`src/rtl/alu_pkg.sv`:
```
// Shared definitions for the ALU issue stage: opcode values, FSM encoding, default widths.
// Latency: n/a (definitions only).
// Backpressure: n/a (definitions only).
package alu_pkg;

  // Default datapath width; must match the ALU A/B/Y ports.
  localparam int DEF_DW = 32;

  // Opcode field width on the ALU Op_code port.
  localparam int OPW = 3;

  // ALU opcodes as presented on Op_code.
  localparam logic [OPW-1:0] OP_PASSA = 3'b000;  // Y = A
  localparam logic [OPW-1:0] OP_ADD   = 3'b001;  // Y = A + B
  localparam logic [OPW-1:0] OP_SUB   = 3'b010;  // Y = A - B
  localparam logic [OPW-1:0] OP_AND   = 3'b011;  // Y = A & B
  localparam logic [OPW-1:0] OP_OR    = 3'b100;  // Y = A | B
  localparam logic [OPW-1:0] OP_INC   = 3'b101;  // Y = A + 1
  localparam logic [OPW-1:0] OP_DEC   = 3'b110;  // Y = A - 1
  localparam logic [OPW-1:0] OP_PASSB = 3'b111;  // Y = B

  // Issue FSM encoding; one instruction in flight at a time.
  localparam logic [1:0] ST_IDLE = 2'd0;
  localparam logic [1:0] ST_READ = 2'd1;
  localparam logic [1:0] ST_EXEC = 2'd2;
  localparam logic [1:0] ST_WB   = 2'd3;

endpackage : alu_pkg

```
`src/rtl/alu_regfile.sv`:
```
// Operand register file: NREGS x DW, two async read ports, one sync write port, entry 0 reads zero.
// Latency: reads combinational; a write is visible on the read ports the cycle after it is applied.
// Backpressure: none; every write presented with we=1 is applied (writes to entry 0 are dropped).
module alu_regfile #(
  parameter int NREGS = 8,
  parameter int DW    = 32,
  localparam int AW   = $clog2(NREGS)
) (
  input  logic          clk,
  input  logic          reset,
  input  logic [AW-1:0] ra1,
  output logic [DW-1:0] rd1,
  input  logic [AW-1:0] ra2,
  output logic [DW-1:0] rd2,
  input  logic          we,
  input  logic [AW-1:0] wa,
  input  logic [DW-1:0] wd
);

  logic [DW-1:0] mem [NREGS];

  // Entry 0 is never written, so it stays at its reset value of zero; reads are
  // still forced to zero so the hardwired-zero behaviour does not depend on that.
  assign rd1 = (ra1 == '0) ? '0 : mem[ra1];
  assign rd2 = (ra2 == '0) ? '0 : mem[ra2];

  // Synchronous clear of every entry, then single-port write with entry 0 protected.
  always_ff @(posedge clk) begin
    if (reset) begin
      for (int i = 0; i < NREGS; i++) begin
        mem[i] <= '0;
      end
    end else if (we && (wa != '0)) begin
      mem[wa] <= wd;
    end
  end

endmodule : alu_regfile

```
`src/rtl/alu_issue_ctrl.sv`:
```
// Issue stage for the external combinational ALU: reads operands, drives the ALU, writes Y back.
// Latency: IDLE(accept) -> READ -> EXEC -> WB; res_valid in the 4th cycle counting the accept cycle.
// Backpressure: instr_ready is high only in IDLE; one instruction in flight, 1 per 4 cycles.
module alu_issue_ctrl
  import alu_pkg::*;
#(
  parameter int NREGS = 8,
  parameter int DW    = DEF_DW,
  localparam int AW   = $clog2(NREGS)
) (
  input  logic           clk,
  input  logic           reset,
  // Instruction handshake
  input  logic           instr_valid,
  output logic           instr_ready,
  input  logic [OPW-1:0] instr_op,
  input  logic [AW-1:0]  instr_rd,
  input  logic [AW-1:0]  instr_rs1,
  input  logic [AW-1:0]  instr_rs2,
  // Register preload
  input  logic           cfg_we,
  input  logic [AW-1:0]  cfg_addr,
  input  logic [DW-1:0]  cfg_wdata,
  // ALU interface
  output logic [OPW-1:0] alu_op,
  output logic [DW-1:0]  alu_a,
  output logic [DW-1:0]  alu_b,
  input  logic [DW-1:0]  alu_y,
  // Completion
  output logic           res_valid,
  output logic [AW-1:0]  res_rd,
  output logic [DW-1:0]  res_data,
  output logic           busy
);

  logic [1:0]     state;

  // Instruction fields captured at accept; the instr_* inputs are free to change afterwards.
  logic [OPW-1:0] op_q;
  logic [AW-1:0]  rd_q;
  logic [AW-1:0]  rs1_q;
  logic [AW-1:0]  rs2_q;

  // Register file hookup.
  logic [DW-1:0]  rf_rd1;
  logic [DW-1:0]  rf_rd2;
  logic           rf_we;
  logic [AW-1:0]  rf_wa;
  logic [DW-1:0]  rf_wd;

  assign instr_ready = (state == ST_IDLE);
  assign busy        = (state != ST_IDLE);
  // The strobe coincides with the register write-back cycle.
  assign res_valid   = (state == ST_WB);

  // Write port mux: write-back owns the port in WB; cfg preloads are only honoured in IDLE.
  // The two sources are never active in the same state, so no arbitration is needed.
  always_comb begin
    rf_we = 1'b0;
    rf_wa = cfg_addr;
    rf_wd = cfg_wdata;
    if (state == ST_WB) begin
      rf_we = 1'b1;
      rf_wa = res_rd;
      rf_wd = res_data;
    end else if ((state == ST_IDLE) && cfg_we) begin
      rf_we = 1'b1;
    end
  end

  alu_regfile #(
    .NREGS (NREGS),
    .DW    (DW)
  ) u_regfile (
    .clk   (clk),
    .reset (reset),
    .ra1   (rs1_q),
    .rd1   (rf_rd1),
    .ra2   (rs2_q),
    .rd2   (rf_rd2),
    .we    (rf_we),
    .wa    (rf_wa),
    .wd    (rf_wd)
  );

  // Issue FSM plus the ALU input and result registers. A reset at any point drops the
  // in-flight instruction: the state returns to IDLE before WB can strobe or write.
  // alu_op/alu_a/alu_b are only loaded in READ and otherwise hold their last values.
  always_ff @(posedge clk) begin
    if (reset) begin
      state    <= ST_IDLE;
      op_q     <= '0;
      rd_q     <= '0;
      rs1_q    <= '0;
      rs2_q    <= '0;
      alu_op   <= '0;
      alu_a    <= '0;
      alu_b    <= '0;
      res_rd   <= '0;
      res_data <= '0;
    end else begin
      case (state)
        ST_IDLE: begin
          if (instr_valid) begin
            op_q  <= instr_op;
            rd_q  <= instr_rd;
            rs1_q <= instr_rs1;
            rs2_q <= instr_rs2;
            state <= ST_READ;
          end
        end
        ST_READ: begin
          // Operands are sampled here, before any write-back of this instruction,
          // so rd == rs1/rs2 sees the old register value.
          alu_op <= op_q;
          alu_a  <= rf_rd1;
          alu_b  <= rf_rd2;
          state  <= ST_EXEC;
        end
        ST_EXEC: begin
          res_data <= alu_y;
          res_rd   <= rd_q;
          state    <= ST_WB;
        end
        ST_WB: begin
          state <= ST_IDLE;
        end
        default: begin
          state <= ST_IDLE;
        end
      endcase
    end
  end

endmodule : alu_issue_ctrl

```
`config.mk`:
```
export PLATFORM = sky130hd
export DESIGN_NAME = alu_issue_ctrl
export DESIGN_NICKNAME = d
export VERILOG_FILES = /design/src/rtl/alu_pkg.sv /design/src/rtl/alu_regfile.sv /design/src/rtl/alu_issue_ctrl.sv
export SDC_FILE = /design/constraint.sdc
export NUM_CORES = 1
export LEC_CHECK = 0
export CORE_ASPECT_RATIO = 1.25
export CORE_MARGIN = 5
export CORE_UTILIZATION = 45
export CTS_CLUSTER_DIAMETER = 200
export DETAILED_ROUTE_END_ITERATION = 8
export PLACE_DENSITY = 0.66
export SYNTH_ARGS = -nofsm -noshare
export SYNTH_HDL_FRONTEND = slang
export SYNTH_HIERARCHICAL = 1
export SYNTH_SLANG_ARGS = --single-unit
```
`constraint.sdc`:
```
create_clock -name clk -period 5.2 [get_ports clk]
set_input_delay 0.52 -clock clk [delete_from_list [all_inputs] [get_ports clk]]
set_output_delay 0.52 -clock clk [all_outputs]
set_load 0.05 [all_outputs]
```
# == Word level (Yosys, flattened, before mapping) ==
# Memories as Yosys holds them, arrays and structs flattened. A register that Yosys moved wholly into a read port is not among the register bits.
# Index checks and enable logic that the tools add are counted.
# word_totals
register_bits,116
ramBits,256
input_bits,83
output_inout_bits,105
elab_cells,44
mem_count,1
# mem_list
name,words,width,rd,rd_ports_with_merged_regs,wr,line,rtl
u_regfile.mem,8,32,2,2,8,alu_regfile.sv:20,logic [DW-1:0] mem [NREGS];
# classes
eq_ne,4
mux,20
reduce_logical,9
# ops
operator,count
two-way mux 32 bit,4
OR reduction 32 bit,1
two-way mux 3 bit,6
two-way mux 1 bit,8
case mux 2 bit (4 select lines),1
zero test 3 bit,2
"== test 2 bit, second input constant",2
nonzero test 3 bit,1
"== test 2 x 1 -> 1 bit, second input constant",1
logical AND 1 bit,2
zero test 2 bit,1
two-way mux 2 bit,1
"!= test 2 bit, second input constant",1
AND reduction 2 bit,1
nonzero test 2 bit,1

# == Depth between registers and ports, before layout ==
# Gate-level depths: netlist of run 1.
# depth
word_depth,10
ltp_mapped,9
mapped_depth_nobuf,6

# == By module ==
# Netlist of run 1, hierarchy kept.
# modules_own_cells
mod,n_inst,cells_each,area_each_um2,seq_area_each_um2
alu_regfile,1,880,12102.9,6726.5
alu_issue_ctrl,1,441,4759.6,2322.2

# == Worst setup path after synthesis of run 1 ==
# OpenSTA, ideal clock, no wires.
# synth_timing
kind,register to register
from,register state[0]
to,memory u_regfile.mem[1][0] (enable)
setup_ns,0.375
t_arrival_ns,2.718
required_ns,4.825
slack_ns,2.108
stages_incl_launch_ff,8
path_buffers,2
synth_period_minus_slack_ns,3.092
cell_sequence,dfxtp_1 -> ha_1 -> buf_6 -> buf_4 -> mux2_2 -> or3b_4 -> nor2_4 -> or2_2
# synth_rtl
element,line,rtl
start: declaration,alu_issue_ctrl.sv:36,logic [1:0] state;
start signal: assignment,alu_issue_ctrl.sv:91,state <= ST_IDLE;
start signal: assignment,alu_issue_ctrl.sv:109,state <= ST_READ;
start signal: assignment,alu_issue_ctrl.sv:118,state <= ST_EXEC;
end: declaration,alu_regfile.sv:20,

==> results.toml, run 1 <==
[floorplanning]
start_util_pct = 45.4
die_w_um = 183
core.rowCount = 79
io_pins = 188
dieArea_um2 = 41500
core_um2 = 37200
dieHeight_um = 226

[detailed_routing]
dr.first_iter.drc_count = 757
drt-vias-per-instance = 5.71
drt-total-wl_mm = 45.8
via_count = 11200
wl_per_cell_um = 23.3
final_antenna_net_count = 0
firstDrtPassIters = 5
drc = 0

[sta]
setup_viol = 0
tns_ns = 0
hold_viol = 0
worst_pin_slew_ns = 1.18
timing.final.crit_share_pct = 71.7
finalMaxSlewViolations = 0
whs_ns = 0.489
rsz0062_at_grt = "no"
timing.fmax_mhz = 268
clock_skew_ns = 0.0193
min_period_ns = 3.73
relSlewSlack_pct = 21.4

[synth]
synth_cells = 1321
ys_warn_count = 6
synth_cell_types = 36
synth_seq_cells = 340
syn_area_um2 = 16900
synth_fp_nets = 1408
synth-seq-area-share_pct = 53.7
postSynthAreaPerCell_um2 = 12.8

[setup_path]
worst_setup_path_end_kind = "flop"
arrival_ns = 3.87
crit_fanout = 33
path_depth = 6
reg2reg_from = "state[0]"
path_cells = "ha_2 > mux2_2 > or3b_4 > nor2_4 > buf_4 > or2_2"
path_buf_inv = 1
rr_worst_depth = 6
start_kind = "flop"
cp_slowest_stage_delay_ns = 0.86
worst_path_max_delay_cell = "or2_2"
r2r-end = "u_regfile/mem[5][18]"
reg2reg_slack_ns = 1.47
crit_required_ns = 5.35
crit_family = "simple AND/OR/NAND/NOR gates"
crit_start = "state[0]"
endpoint = "u_regfile/mem[5][18]"
worstSetupPathType = "flop to flop"

[clock_network]
clk_latency_ns = 0.54
cts_setup_buffers = 0
hold_buffers = 0
clockBufferDepth = 3
cts_buffers = 37
h-tree-depth = 2
cts.clk_slew.worst_paths_ns = 0.06
cts_tree = "built"
cts_sinks = 340
root_buffer = "clkbuf_16"
ctsResizeCount = 0

[grt]
grt_pass1_vias = 11700
grt_overflow = 0
grt_max_degree = 65
antenna_found_initial = 0
grtUsageTotal_pct = 21.5
grt_pass1_wl_mm = 69.6

[final_layout]
final_cell_mix = "226 x mux2i_1, 224 x and2_1, 224 x edfxtp_1"
area_growth_pct = 18.7
antenna_cells = 0
nets = 1539
nFillCells = 3172
drive_above_1_share_pct = 15.9
final_common_cell = "mux2i_1"

[placement]
gp_congestion = 0.768
dp_hpwl_mm = 27.8
io_buffers = 187

[flow_run]
drv_cap = 0

[hold_path]
hold_class = "flop to flop"

[power_and_ir_drop]
p_leak_uw = 0.00699
ir_drop_mv = 0.275
power.density_nw_per_um2 = 443

[outcome]
status = "complete, no violations"
[stage by stage]
stage	area (um^2)	total power [uW]	worst slack [ns]	util (%)	cells
global route	20000	9230	1.29	53.8	1967
finish	20000	8860	1.47	53.8	1967
detailed placement	18700	6190	1.46	50.4	1899
floorplan	16900	5460	2.11	-	1321
global placement	18700	6150	1.54	50.4	1899
CTS	20000	8940	1.42	53.8	1967
[worst min path at each step]
stage / start / to / slack (ns) / depth (start not counted)
6_report: alu_a[3] / alu_a[3] / 0.49 / 2
3_5_place_dp: alu_a[3] / alu_a[3] / 0.48 / 2
5_1_grt: alu_a[3] / alu_a[3] / 0.51 / 2
2_1_floorplan: rd_q[0] / res_rd[0] / 0.45 / 2
3_3_place_gp: op_q[0] / alu_op[0] / 0.46 / 2
4_1_cts: reset / res_rd[1] / 0.49 / 2
[where the power goes]
group,switching (uW),internal (uW),total [uW]
sequential,235,3170,3410
combinational,1660,1050,2710
clock,1100,1640,2740
total,3000,5860,8860
[logic make-up (layout without fill, tap and decap cells)]
kind of cell               count (synthesis)  count (layout)  synth area share [%]
AOI/OAI and AO/OA                        159             159                  8.45
adders and majority gates                  4               4                 0.297
buffers and inverters                    118             278                  5.01
DFF                                      340             340                  53.7
muxes                                    325             325                  20.0
and+or+nand+nor                          375             375                  12.6
[cell type report]
cell class	count	area, um^2	share of cell area, %
sequential	340	9060	45.3
multi-input combinational	863	7030	35.1
timing repair buffer	207	2020	10.1
clock buffer	48	1050	5.25
tap	486	608	3.04
clock inverter	20	229	1.14
inverter	3	11.3	0.0563
[cells in the mapped netlist]
master,instances,area (um^2)
a211oi_1,6,45.0
a21bo_2,12,120
a21o_1,1,7.51
a21oi_1,12,60.1
a221oi_1,111,972
a221oi_2,12,180
a311oi_1,4,35.0
and2_1,226,1410
and2b_4,1,10.0
and3b_1,1,8.76
buf_1,1,3.75
buf_12,4,80.1
buf_2,19,95.1
buf_4,21,158
buf_6,31,349
clkbuf_1,38,143
clkbuf_2,1,5.00
dfxtp_1,116,2320
edfxtp_1,224,6730
ha_1,4,50.1
inv_1,3,11.3
mux2_2,99,1110
mux2i_1,226,2260
nand2_1,1,3.75
nand2b_1,4,25.0
nand3_1,12,60.1
nand3b_4,1,20.0
nand4bb_1,1,11.3
nor2_1,107,402
nor2_4,3,33.8
nor2b_1,8,50.1
nor2b_4,1,13.8
nor3_2,1,10.0
o21ai_0,1,5.00
or2_2,7,43.8
or3b_4,1,11.3
[flip-flops by register name, indices dropped and copies added, names as in the netlist]
name           cells
u_regfile/mem    224
alu_a             32
alu_b             32
res_data          32
alu_op             3
op_q               3
rd_q               3
res_rd             3
rs1_q              3
rs2_q              3
state              2
[worst register-to-register path: stages (launching register included)]
cell	delay (ns)
dfxtp_1	0.43
ha_2	0.63
mux2_2	0.45
or3b_4	0.46
nor2_4	0.12
buf_4	0.37
or2_2	0.87
[routing by layer]
metal | routed length [um] | vias up | global-route usage [%] | share of wire (%)
met5 | 0 | - | 0 | 0
met4 | 1180 | 0 | 6.68 | 2.6
met3 | 2950 | 72 | 4.57 | 6.4
met2 | 22300 | 410 | 36.5 | 49
met1 | 19300 | 5566 | 27.7 | 42
li1 | - | 5176 | - | -
Note: power is estimated with default switching activity, not from simulation.
==> run 2: changes to the inputs <==
==> constraint.sdc (replaced) <==
create_clock -name clk -period 3.77 [get_ports clk]
set_input_delay 0.377 -clock clk [delete_from_list [all_inputs] [get_ports clk]]
set_output_delay 0.377 -clock clk [all_outputs]
set_load 0.05 [all_outputs]
==> results.toml, run 2 (synthesis results as in run 1) <==
[outcome]
status = "complete, no violations"

[grt]
grt_pass1_vias = 11400
grt_use_met1_pct = 28.5
antenna_found_initial = 0
grtUsageTotal_pct = 21.7
grtUsageMet2_pct = 37.2
grt_max_degree = 100
top_usage_layer = "met2"
grt_overflow = 0
use_met3_pct = 4.08
grt_pass1_wl_mm = 69.5

[setup_path]
reg2reg_from = "state[0]"
worst_setup_path_end_kind = "output pin"
worstSetupPathType = "flop to output pin"
arrival_ns = 2.86
crit_required_ns = 3.39
crit_family = "buffers and inverters"
crit_start = "state[0]"
start_kind = "flop"
path_cells = "ha_2 > buf_4 > clkdlybuf4s50_1"
rr_worst_depth = 5
crit_fanout = 27
path_depth = 3
cp_slowest_stage_delay_ns = 0.91
path_buf_inv = 2
r2r-end = "u_regfile/mem[4][29]"
reg2reg_slack_ns = 0.73
worst_path_max_delay_cell = "clkdlybuf4s50_1"

[flow_run]
drv_cap = 0

[detailed_routing]
drt-total-wl_mm = 46.2
via_count = 11200
firstDrtPassIters = 5
dr.first_iter.drc_count = 684
drc = 0
drt-vias-per-instance = 5.69
wl_per_cell_um = 23.4
final_antenna_net_count = 0

[final_layout]
area_growth_pct = 19.0
final_cell_mix = "226 x mux2i_1, 224 x and2_1, 224 x edfxtp_1"
final_common_cell = "mux2i_1"
fin_cells = 1972
antenna_cells = 0
nets = 1544
top_register = "u_regfile/mem"
largest_reg_flops = 224
nFillCells = 3203
drive_above_1_share_pct = 15.8

[power_and_ir_drop]
ir_drop_mv = 0.415
p_leak_uw = 0.00701
power.density_nw_per_um2 = 610

[placement]
gp_congestion = 0.768
dp_hpwl_mm = 27.6
io_buffers = 187
dpl.cell_count = 1904

[clock_network]
hold_buffers = 0
root_buffer = "clkbuf_16"
clockBufferDepth = 3
cts_tree = "built"
cts_setup_buffers = 0
h-tree-depth = 2
cts_buffers = 37
ctsResizeCount = 0
cts.clk_slew.worst_paths_ns = 0.06
clk_latency_ns = 0.54
cts_sinks = 340

[floorplanning]
dieHeight_um = 226
start_util_pct = 45.4
core_um2 = 37200
dieArea_um2 = 41500
io_pins = 188
core.rowCount = 79
die_w_um = 183

[sta]
finalMaxSlewViolations = 0
timing.final.crit_share_pct = 85.8
rsz0062_at_grt = "no"
timing.fmax_mhz = 309
worst_pin_slew_ns = 1.19
relSlewSlack_pct = 20.6
tns_ns = 0
hold_viol = 0
setup_viol = 0
clock_skew_ns = 0.0198
min_period_ns = 3.24

[hold_path]
min_to = "alu_b[20]"
hold_start = "reset"
holdPathStages = 2
hold_class = "primary input to flop"
==> run 2: changes by cell type in the layout (fill, tap and decap cells not counted), sizes merged <==
cell    previous run  this run
buf               21        26
clkinv            13         9
clkbuf            48        51
bufinv             4         5
==> run 2: how the worst max path moves through the flow <==
stage | endpoint | slack (ns)
final | res_valid | 0.53
after detailed placement | u_regfile/mem[4][7] | 0.68
after floorplan | u_regfile/mem[1][0] | 0.68
after CTS | res_valid | 0.47
after global placement | u_regfile/mem[4][7] | 0.74
after global routing | res_valid | 0.45
==> run 2: where the power goes <==
| group | leakage, uW | switching (uW) | internal [uW] |
|---|---|---|---|
| registers | 0.00326 | 318 | 4380 |
| clock network | 0.000614 | 1470 | 2300 |
| logic | 0.00313 | 2310 | 1460 |
==> run 2: worst register-to-register path, delay by kind of cell (launching register included) <==
kind,cells,cell delay (ns)
and+or+nand+nor,3,1.33
DFF,1,0.43
muxes,1,0.43
adders and majority gates,1,0.47
==> run 2: routing by layer <==
metal / up-vias / routed length [um]
met1: 5588 / 19400
met4: 0 / 935
met3: 64 / 3090
met5: - / 0
li1: 5184 / -
met2: 380 / 22800
==> run 2: cell type report <==
| type | instances | area [um^2] | share of cell area, % |
|---|---|---|---|
| flip-flops and latches | 340 | 9060 | 45.2 |
| multi-input cells | 863 | 7030 | 35.1 |
| repair buffers | 212 | 2080 | 10.4 |
| clock buffers | 51 | 1050 | 5.24 |
| well taps | 486 | 608 | 3.03 |
| clock inverters | 17 | 214 | 1.07 |
| inverters | 3 | 11.3 | 0.0561 |
==> run 2: stage by stage <==
step	area (um^2)	util [%]	hold WS [ns]	total power, uW	setup slack, ns
after detailed placement	18800	50.6	0.482	8560	0.676
final	20100	54.0	0.278	12200	0.534
after CTS	20100	54.0	0.263	12300	0.471
after global routing	20100	54.0	0.296	12700	0.451
after floorplan	16900	-	0.454	7530	0.678
after global placement	18800	50.6	0.460	8500	0.745
==> run 3: changes to the inputs <==
--- a/config.mk
+++ b/config.mk
@@ -5,7 +5,7 @@
 export SDC_FILE = /design/constraint.sdc
 export NUM_CORES = 1
 export LEC_CHECK = 0
-export CORE_ASPECT_RATIO = 1.25
+export CORE_ASPECT_RATIO = 1.2
 export CORE_MARGIN = 5
 export CORE_UTILIZATION = 45
 export CTS_CLUSTER_DIAMETER = 200
==> constraint.sdc (replaced) <==
create_clock -name clk -period 3.77 [get_ports clk]
set_input_delay 0.377 -clock clk [delete_from_list [all_inputs] [get_ports clk]]
set_output_delay 0.377 -clock clk [all_outputs]
set_load 0.1 [all_outputs]
==> results.toml, run 3 (synthesis results as in run 1) <==
[outcome]
status = "complete, no violations"

[sta]
worst_pin_slew_ns = 1.12
setup_viol = 0
min_period_ns = 3.01
setup_ws_ns = 0.764
clock_skew_ns = 0.0124
tns_ns = 0
timing.final.crit_share_pct = 79.7
rsz0062_at_grt = "no"
hold_viol = 0
finalMaxSlewViolations = 0
relSlewSlack_pct = 25.4
timing.fmax_mhz = 333

[setup_path]
start_kind = "flop"
crit_fanout = 22
arrival_ns = 3.24
worstSetupPathType = "flop to flop"
worst_setup_path_end_kind = "flop"
crit_required_ns = 4.00

[detailed_routing]
drt-total-wl_mm = 46.3
firstDrtPassIters = 4
final_antenna_net_count = 0
drt-vias-per-instance = 5.78
drc = 0
dr.first_iter.drc_count = 730
via_count = 11300
wl_per_cell_um = 23.6

[floorplanning]
core_um2 = 37000
dieArea_um2 = 41500
start_util_pct = 45.6
io_pins = 188
dieHeight_um = 222
die_w_um = 187
core.rowCount = 77

[power_and_ir_drop]
ir_drop_mv = 0.720
p_leak_uw = 0.00699
clkPwrFrac_pct = 27.0
power.density_nw_per_um2 = 631
switching_share_pct = 37.9
switching_power_uw = 4770
combPwrFrac_pct = 35.6
internal_power_uw = 7830
seqPwrFrac_pct = 37.3

[final_layout]
fin_util_pct = 54.0
largest_reg_flops = 224
nets = 1547
fin_cells = 1959
final_cell_mix = "226 x mux2i_1, 224 x and2_1, 224 x edfxtp_1"
antenna_cells = 0
final_common_cell = "mux2i_1"
top_register = "u_regfile/mem"
multi_input_area_um2 = 7030
area_growth_pct = 18.4
seq_area_um2 = 9060
nFillCells = 3157
drive_above_1_share_pct = 16.2

[grt]
grt_pass1_vias = 12000
use_met3_pct = 4.71
antenna_found_initial = 0
grt_max_degree = 78
grt_overflow = 0
grt_pass1_wl_mm = 70.7
grt_use_met1_pct = 28.1
grtUsageMet2_pct = 36.3
grtUsageTotal_pct = 21.6
top_usage_layer = "met2"

[clock_network]
h-tree-depth = 2
cts_tree = "built"
cts_sinks = 340
hold_buffers = 0
cts_setup_buffers = 0
cts.clk_slew.worst_paths_ns = 0.06
clk_latency_ns = 0.52
cts_buffers = 36
clockBufferDepth = 3
ctsResizeCount = 0
root_buffer = "clkbuf_16"

[hold_path]
hold_class = "primary input to flop"

[placement]
gp_congestion = 0.762
dp_hpwl_mm = 28.7
io_buffers = 187
place_ws_ns = 0.800
dpl.cell_count = 1896

[flow_run]
drv_cap = 0
==> run 3: cell count changes in the layout (fill, tap and decap cells not counted) <==
| cell | before | now |
|---|---|---|
| buf_12 | 2 | 5 |
| inv_6 | 1 | 0 |
| buf_4 | 24 | 28 |
| clkinvlp_4 | 2 | 1 |
| clkbuf_1 | 9 | 5 |
| clkdlybuf4s50_1 | 186 | 183 |
| clkinv_2 | 5 | 11 |
| clkbuf_16 | 39 | 37 |
| bufinv_16 | 5 | 2 |
==> run 3: critical path: stages (launching register included) <==
cell and delay, ns:
dfxtp_1 0.43, ha_2 0.45, mux2_2 0.42, or3b_4 0.46, nor2_4 0.13, or2_2 0.54, buf_4 0.28
==> run 3: area by class of cell <==
cell class | instances | share of cell area [%]
clock buffer | 45 | 4.94
clock inverter | 18 | 0.689
inverter | 3 | 0.0564
multi-input combinational | 863 | 35.2
sequential | 340 | 45.4
tap | 474 | 2.97
timing repair buffer | 216 | 10.7
==> run 3: power by group through the flow <==
stage               clock network (uW)  logic [uW]  registers [uW]
global route                      3640        4730            4750
global placement                     0        4460            4760
detailed placement                   0        4510            4780
CTS                               3490        4520            4700
floorplan                            0        2400            5850
finish                            3410        4490            4700
==> run 3: final timing paths <==
path / from / to / slack, ns / cells past startpoint
worst min-delay path: reset / alu_b[31] / 0.30 / 2
worst max-delay path: state[0] / u_regfile/mem[1][28] / 0.76 / 6
worst min register to register: rd_q[0] / res_rd[0] / 0.49 / 2
worst max register to register: state[0] / u_regfile/mem[1][28] / 0.76 / 6
==> run 3: metrics by stage <==
step	total power, uW	area (um^2)	hold WS, ns
after floorplan	8250	16900	0.454
after global placement	9230	18800	0.466
after detailed placement	9290	18800	0.473
after CTS	12700	20000	0.281
after global routing	13100	20000	0.296
final	12600	20000	0.302
==> run 3: layer usage <==
metal,up-vias,share of wire (%)
li1,5188,-
met1,5662,43
met2,402,48
met3,74,6.3
met4,0,2.5
met5,-,0
==> patch 1, RTL diff (settings of run 1) <==
Add an input register stage for `cfg_we`, `cfg_addr` and `cfg_wdata`; this delays them by one clock. The other inputs are not delayed to match.
--- a/src/rtl/alu_issue_ctrl.sv
+++ b/src/rtl/alu_issue_ctrl.sv
@@ -35,2 +35,12 @@
 
+  logic cfg_we_q;
+  logic [AW-1:0] cfg_addr_q;
+  logic [DW-1:0] cfg_wdata_q;
+
+  always_ff @(posedge clk) begin
+    cfg_we_q    <= cfg_we;
+    cfg_addr_q  <= cfg_addr;
+    cfg_wdata_q <= cfg_wdata;
+  end
+
   logic [1:0]     state;
@@ -59,4 +69,4 @@
     rf_we = 1'b0;
-    rf_wa = cfg_addr;
-    rf_wd = cfg_wdata;
+    rf_wa = cfg_addr_q;
+    rf_wd = cfg_wdata_q;
     if (state == ST_WB) begin
@@ -65,3 +75,3 @@
       rf_wd = res_data;
-    end else if ((state == ST_IDLE) && cfg_we) begin
+    end else if ((state == ST_IDLE) && cfg_we_q) begin
       rf_we = 1'b1;
Formal check against the unedited RTL: not equivalent (a bounded check fails within 4 cycles, from zero or initial values and one cycle with reset high).
==> patch 1 against run 1 <==
Total power rose by 4.8%; routed wire length fell by 0.21%; area after synthesis up 3.8%; highest routed layer unchanged; critical endpoint is now u_regfile/mem[6][2]; largest cell class unchanged; sequential share of layout area grew 1.9 points; sequential cell count rose by 36; design area rose by 3.5%; count of clock-buffer cells in the layout up 17; cell count grew 2.3%; worst hold slack got worse by 0.069 ns; worst setup slack worse by 0.20 ns; combinational power is 3% lower; clock skew up 0.0021 ns.
==> patch 1: results (changes against run 1) <==
Logic synthesis
  • Synth area leaders: edfxtp_1 (38%), dfxtp_1 (17%), mux2i_1 (13%), and2_1 (8.1%), mux2_2 (6.4%)
  • Post-Syn Nets: 1,445 (+2.6%)
  • Share of the synthesized area in the top cell type: 38.4% (-1.5 points)
  • Post-synth top cells: and2_1 (226), mux2i_1 (226), edfxtp_1 (224), dfxtp_1 (152), a221oi_1 (117)
  • Sequential area share after synthesis: 55.8% (+2.1 points)
  • Top FF cell, synth: edfxtp_1
  • Count of cell types in the netlist: 37 (+2.8%)
  • Post-synth EDFFs: 224 (unchanged)

Global routing
  • Vias in the first global route: 12,118 (+3.4%)
  • GRT Util Overall: 20.4% (-1.1 points)
  • Largest net degree at the start of global routing: 69 (+6.2%)
  • Total global routing overflow: 0 (unchanged)
  • First-pass GRT wire length: 69.5 mm (about the same)

Clock network
  • Number of setup buffers added after CTS: 0 (unchanged)
  • CTS Buf Count: 41 (+11%)
  • Clock transition at path regs: 0.06 ns (about the same)
  • Post-CTS sizing: 0 (unchanged)

Place
  • Placement Cell Area: 19,400 sq um (+3.4%)
  • Dpl hpwl: 27.0 mm (-2.8%)
  • Placer Congestion: 0.770 (+0.26%)
  • Port bufs: 187 (unchanged)

Pwr
  • Int Power: 6270 uW (+6.9%)
  • Maximum vdd drop: 318 uV (+16%)
  • Leak Pwr: 0.00727 uW (+4.0%)

Timing
  • Clock skew: 0.0214 ns (+0.00208 ns)
  • Slew @ Worst Pin: 1.12 ns (-0.0582 ns)
  • # setup viols final: 0 (unchanged)

Critical path
  • CP Max Fanout: 33 (unchanged)
  • R2r setup slk: 1.27 ns (-0.20 ns)
  • WP data required: 5.34 ns (about the same)
  • Crit-path max cell delay: 0.99 ns (+0.13 ns)
  • Slowest stage cell, crit path: or2_2

Hold path
  • Hold Path Class: in -> reg

Final layout
  • Fillers: 3,240 (+2.1%)
  • Nets: 1,575 (+2.3%)
  • Max reg flops: 224 (unchanged)
  • Diodes inserted: 0 (unchanged)
  • Register with the highest flop count: u_regfile/mem
  • Proportion of layout cells with a drive suffix above 1: 14.4% (-1.5 points)

Run status
  • Status: completed

Routing
  • DR vias: 11,343 (+1.1%)
  • DR iter-0 viols: 616 (-19%)
  • First-pass DRT Iterations: 5 (unchanged)
  • Drt drc: 0 (unchanged)
  • WL final: 45.7 mm (-0.21%)
[patch 1: power by group through the flow]
stage,clock [uW],combinational [uW],sequential (uW)
2_1_floorplan,0,1660,4080
3_3_place_gp,0,2620,3790
3_5_place_dp,0,2660,3810
4_1_cts,2970,2660,3750
5_1_grt,3080,2800,3790
6_report,2900,2640,3740
[patch 1: kinds of logic (layout without fill, tap and decap cells)]
logic type / Yosys count / count (layout) / synth area share, %
muxes: 325 / 325 / 19.3
adders and majority gates: 4 / 4 / 0.286
buffers and inverters: 119 / 282 / 4.73
AOI/OAI and AO/OA: 160 / 160 / 7.91
and+or+nand+nor: 374 / 374 / 12.0
DFF: 376 / 376 / 55.8
[patch 1: layout make-up]
cell class                      count  area share, %
Inverter                            4         0.0725
Timing Repair Buffer              202           9.56
Sequential cell                   376           47.2
Clock inverter                     11          0.628
Clock buffer                       65           5.89
Tap cell                          492           2.97
Multi-Input combinational cell    863           33.7
[patch 1: metal layers]
layer,global-route usage [%],vias up,share of wire [%]
met1,23.8,5636,40
met5,0,-,0
met2,37.7,331,52
met3,3.38,91,5.1
li1,-,5285,-
met4,7.34,0,3.2
[patch 1: final timing paths]
path              cells after the start                   to    startpoint
setup / recovery                      5  u_regfile/mem[6][2]      state[0]
hold / removal                        1       cfg_wdata_q[6]  cfg_wdata[6]
setup reg to reg                      5  u_regfile/mem[6][2]      state[0]
hold reg to reg                       2            alu_op[2]       op_q[2]
[patch 1: through the flow]
| step | worst slack (ns) | utilization, % | total power [uW] | std cells | hold slack (ns) |
|---|---|---|---|---|---|
| CTS | 1.24 | 54.1 | 9380 | 2013 | 0.392 |
| detailed placement | 1.25 | 50.5 | 6460 | 1937 | 0.480 |
| global route | 1.12 | 54.1 | 9670 | 2013 | 0.398 |
| finish | 1.27 | 54.1 | 9280 | 2013 | 0.419 |
| floorplan | 2.07 | - | 5740 | 1358 | 0.454 |
| global placement | 1.41 | 50.5 | 6420 | 1937 | 0.466 |
==> patch 2, RTL diff (config.mk and constraints of run 1) <==
Without the edit above. `DEF_DW`: 32 -> 28.
--- a/src/rtl/alu_pkg.sv
+++ b/src/rtl/alu_pkg.sv
@@ -6,3 +6,3 @@
   // Default datapath width; must match the ALU A/B/Y ports.
-  localparam int DEF_DW = 32;
+  localparam int DEF_DW = 28;
 
Interface: changed (5 resized); port bits go from 188 to 168. The function was not compared with the original's and may differ.
==> patch 2 against run 1 <==
Worst setup slack better by 0.35 ns; count of clock-buffer cells in the layout is 9 lower; sequential cell count is 40 lower; die area is 12% lower; area after synthesis is 13% lower; total power is 14% lower; maximum frequency is 10% higher; combinational power is 15% lower; routed wire length is 16% lower; design area is 12% lower; largest cell class unchanged; largest power group unchanged.
==> patch 2: results (changes against run 1) <==
Run status
  • Status: completed

Place
  • Placer Congestion: 0.758 (-1.4%)
  • Dpl hpwl: 22.7 mm (-18%)
  • Port bufs: 167 (-11%)
  • Worst slack at placement: 1.81 ns (+0.349 ns)
  • Placement Cell Area: 16,500 sq um (-12%)

Logic synthesis
  • Post-synth top cells: mux2i_1 (199), and2_1 (198), edfxtp_1 (196), a221oi_1 (108), dfxtp_1 (104)
  • Count of cell types in the netlist: 35 (-2.8%)
  • Mux cell area share after synthesis: 20.2% (+0.15 points)
  • Post-Syn Nets: 1,253 (-11%)
  • Synth Area in Compound Gates: 8.17% (-0.29 points)
  • Post-synth EDFFs: 196 (-13%)
  • Sequential area share after synthesis: 54.1% (+0.45 points)
  • Synth area leaders: edfxtp_1 (40%), dfxtp_1 (14%), mux2i_1 (14%), and2_1 (8.4%), mux2_2 (6.5%)
  • Cells after Synth: 1,174 (-11%)
  • Adder and majority gate portion of the synthesized area: 0.340% (+0.043 points)

Clock network
  • Max Root-Sink Buffers: 3 (unchanged)
  • CTS Buf Count: 31 (-16%)
  • Clk_lat worst skew: 0.57 ns (+0.03 ns)
  • Htree depth: 1 (-1)

Final layout
  • Nets: 1,366 (-11%)
  • P&R area growth vs syn: 19.0%
  • Max reg flops: 196 (-13%)
  • Proportion of layout cells with a drive suffix above 1: 15.0% (-0.98 points)
  • Fillers: 2,739 (-14%)
  • Layout Cells excl Fill: 1,729 (-12%)

Routing
  • DR iter-0 viols: 588 (-22%)
  • WL final: 38.5 mm (-16%)

Pwr
  • Maximum vdd drop: 332 uV (+21%)
  • Leak Pwr: 0.00613 uW (-12%)
  • Net switching fraction of the power: 33.3% (-0.52 points)

Hold path
  • Worst Hold Endpoint: alu_b[2]
  • Hold_sp: reset

Timing
  • Rel. slew slack: 24.0% (+2.6 points)
  • Clock skew: 0.0184 ns (-0.000898 ns)
  • WHS: 0.412 ns (-0.0768 ns)

Global routing
  • Vias in the first global route: 10,334 (-12%)
  • First-pass GRT wire length: 58.8 mm (-15%)
  • Met3 Use GR: 2.79% (-1.8 points)
  • Met1 usage in global routing: 25.6% (-2.1 points)
  • Met2 Use GR: 37.4% (+0.83 points)
  • GRT Util Overall: 20.7% (-0.86 points)

Critical path
  • Worst reg-to-reg path cell count: 7 (+1)
  • Crit-path max cell delay: 0.66 ns (-0.20 ns)
  • WP data required: 5.39 ns (+0.04 ns)
  • Reg2reg end: u_regfile/mem[1][14]
  • CP Max Fanout: 29 (-12%)
==> patch 2: changes by cell type after synthesis, sizes merged, moves of 6 or more <==
| cell | before | now |
|---|---|---|
| a221oi | 123 | 108 |
| mux2i | 226 | 199 |
| nor2 | 110 | 98 |
| and2 | 226 | 198 |
| clkbuf | 39 | 33 |
| dfxtp | 116 | 104 |
| edfxtp | 224 | 196 |
| mux2 | 99 | 87 |
==> patch 2: kinds of logic after synthesis <==
kind of cell             Yosys count
AND/OR/NAND/NOR                  334
flip-flops                       300
multiplexers                     286
AO/OA/AOI/OAI                    142
buffers and inverters            108
adder cells (fa/ha/maj)            4
==> patch 2: worst max path at each step <==
stage / slack (ns) / start / cells after the start / endpoint
after detailed placement: 1.81 / state[0] / 7 / u_regfile/mem[1][14]
after floorplan: 2.10 / state[0] / 8 / u_regfile/mem[1][0]
after global placement: 1.90 / state[0] / 7 / u_regfile/mem[1][14]
final: 1.83 / state[0] / 7 / u_regfile/mem[1][14]
after global routing: 1.66 / state[0] / 7 / u_regfile/mem[1][19]
after CTS: 1.79 / state[0] / 7 / u_regfile/mem[1][9]
==> patch 2: area by class of cell <==
type / count / share of cell area (%)
timing repair buffer: 185 / 10.3
inverter: 3 / 0.0643
clock inverter: 18 / 1.11
multi-input combinational: 766 / 35.0
tap: 418 / 2.99
sequential: 300 / 45.5
clock buffer: 39 / 5.00
==> patch 2: power by group through the flow <==
stage          clock network (uW)  registers, uW  logic (uW)
6_report                     2310           3050        2310
5_1_grt                      2450           3080        2460
4_1_cts                      2360           3050        2330
3_5_place_dp                    0           3100        2330
3_3_place_gp                    0           3090        2300
2_1_floorplan                   0           3330        1420
==> patch 2: routing by layer <==
layer,wire length (um),up-vias
met5,0,-
met4,966,0
met1,15600,4928
li1,-,4577
met3,2110,76
met2,19800,298
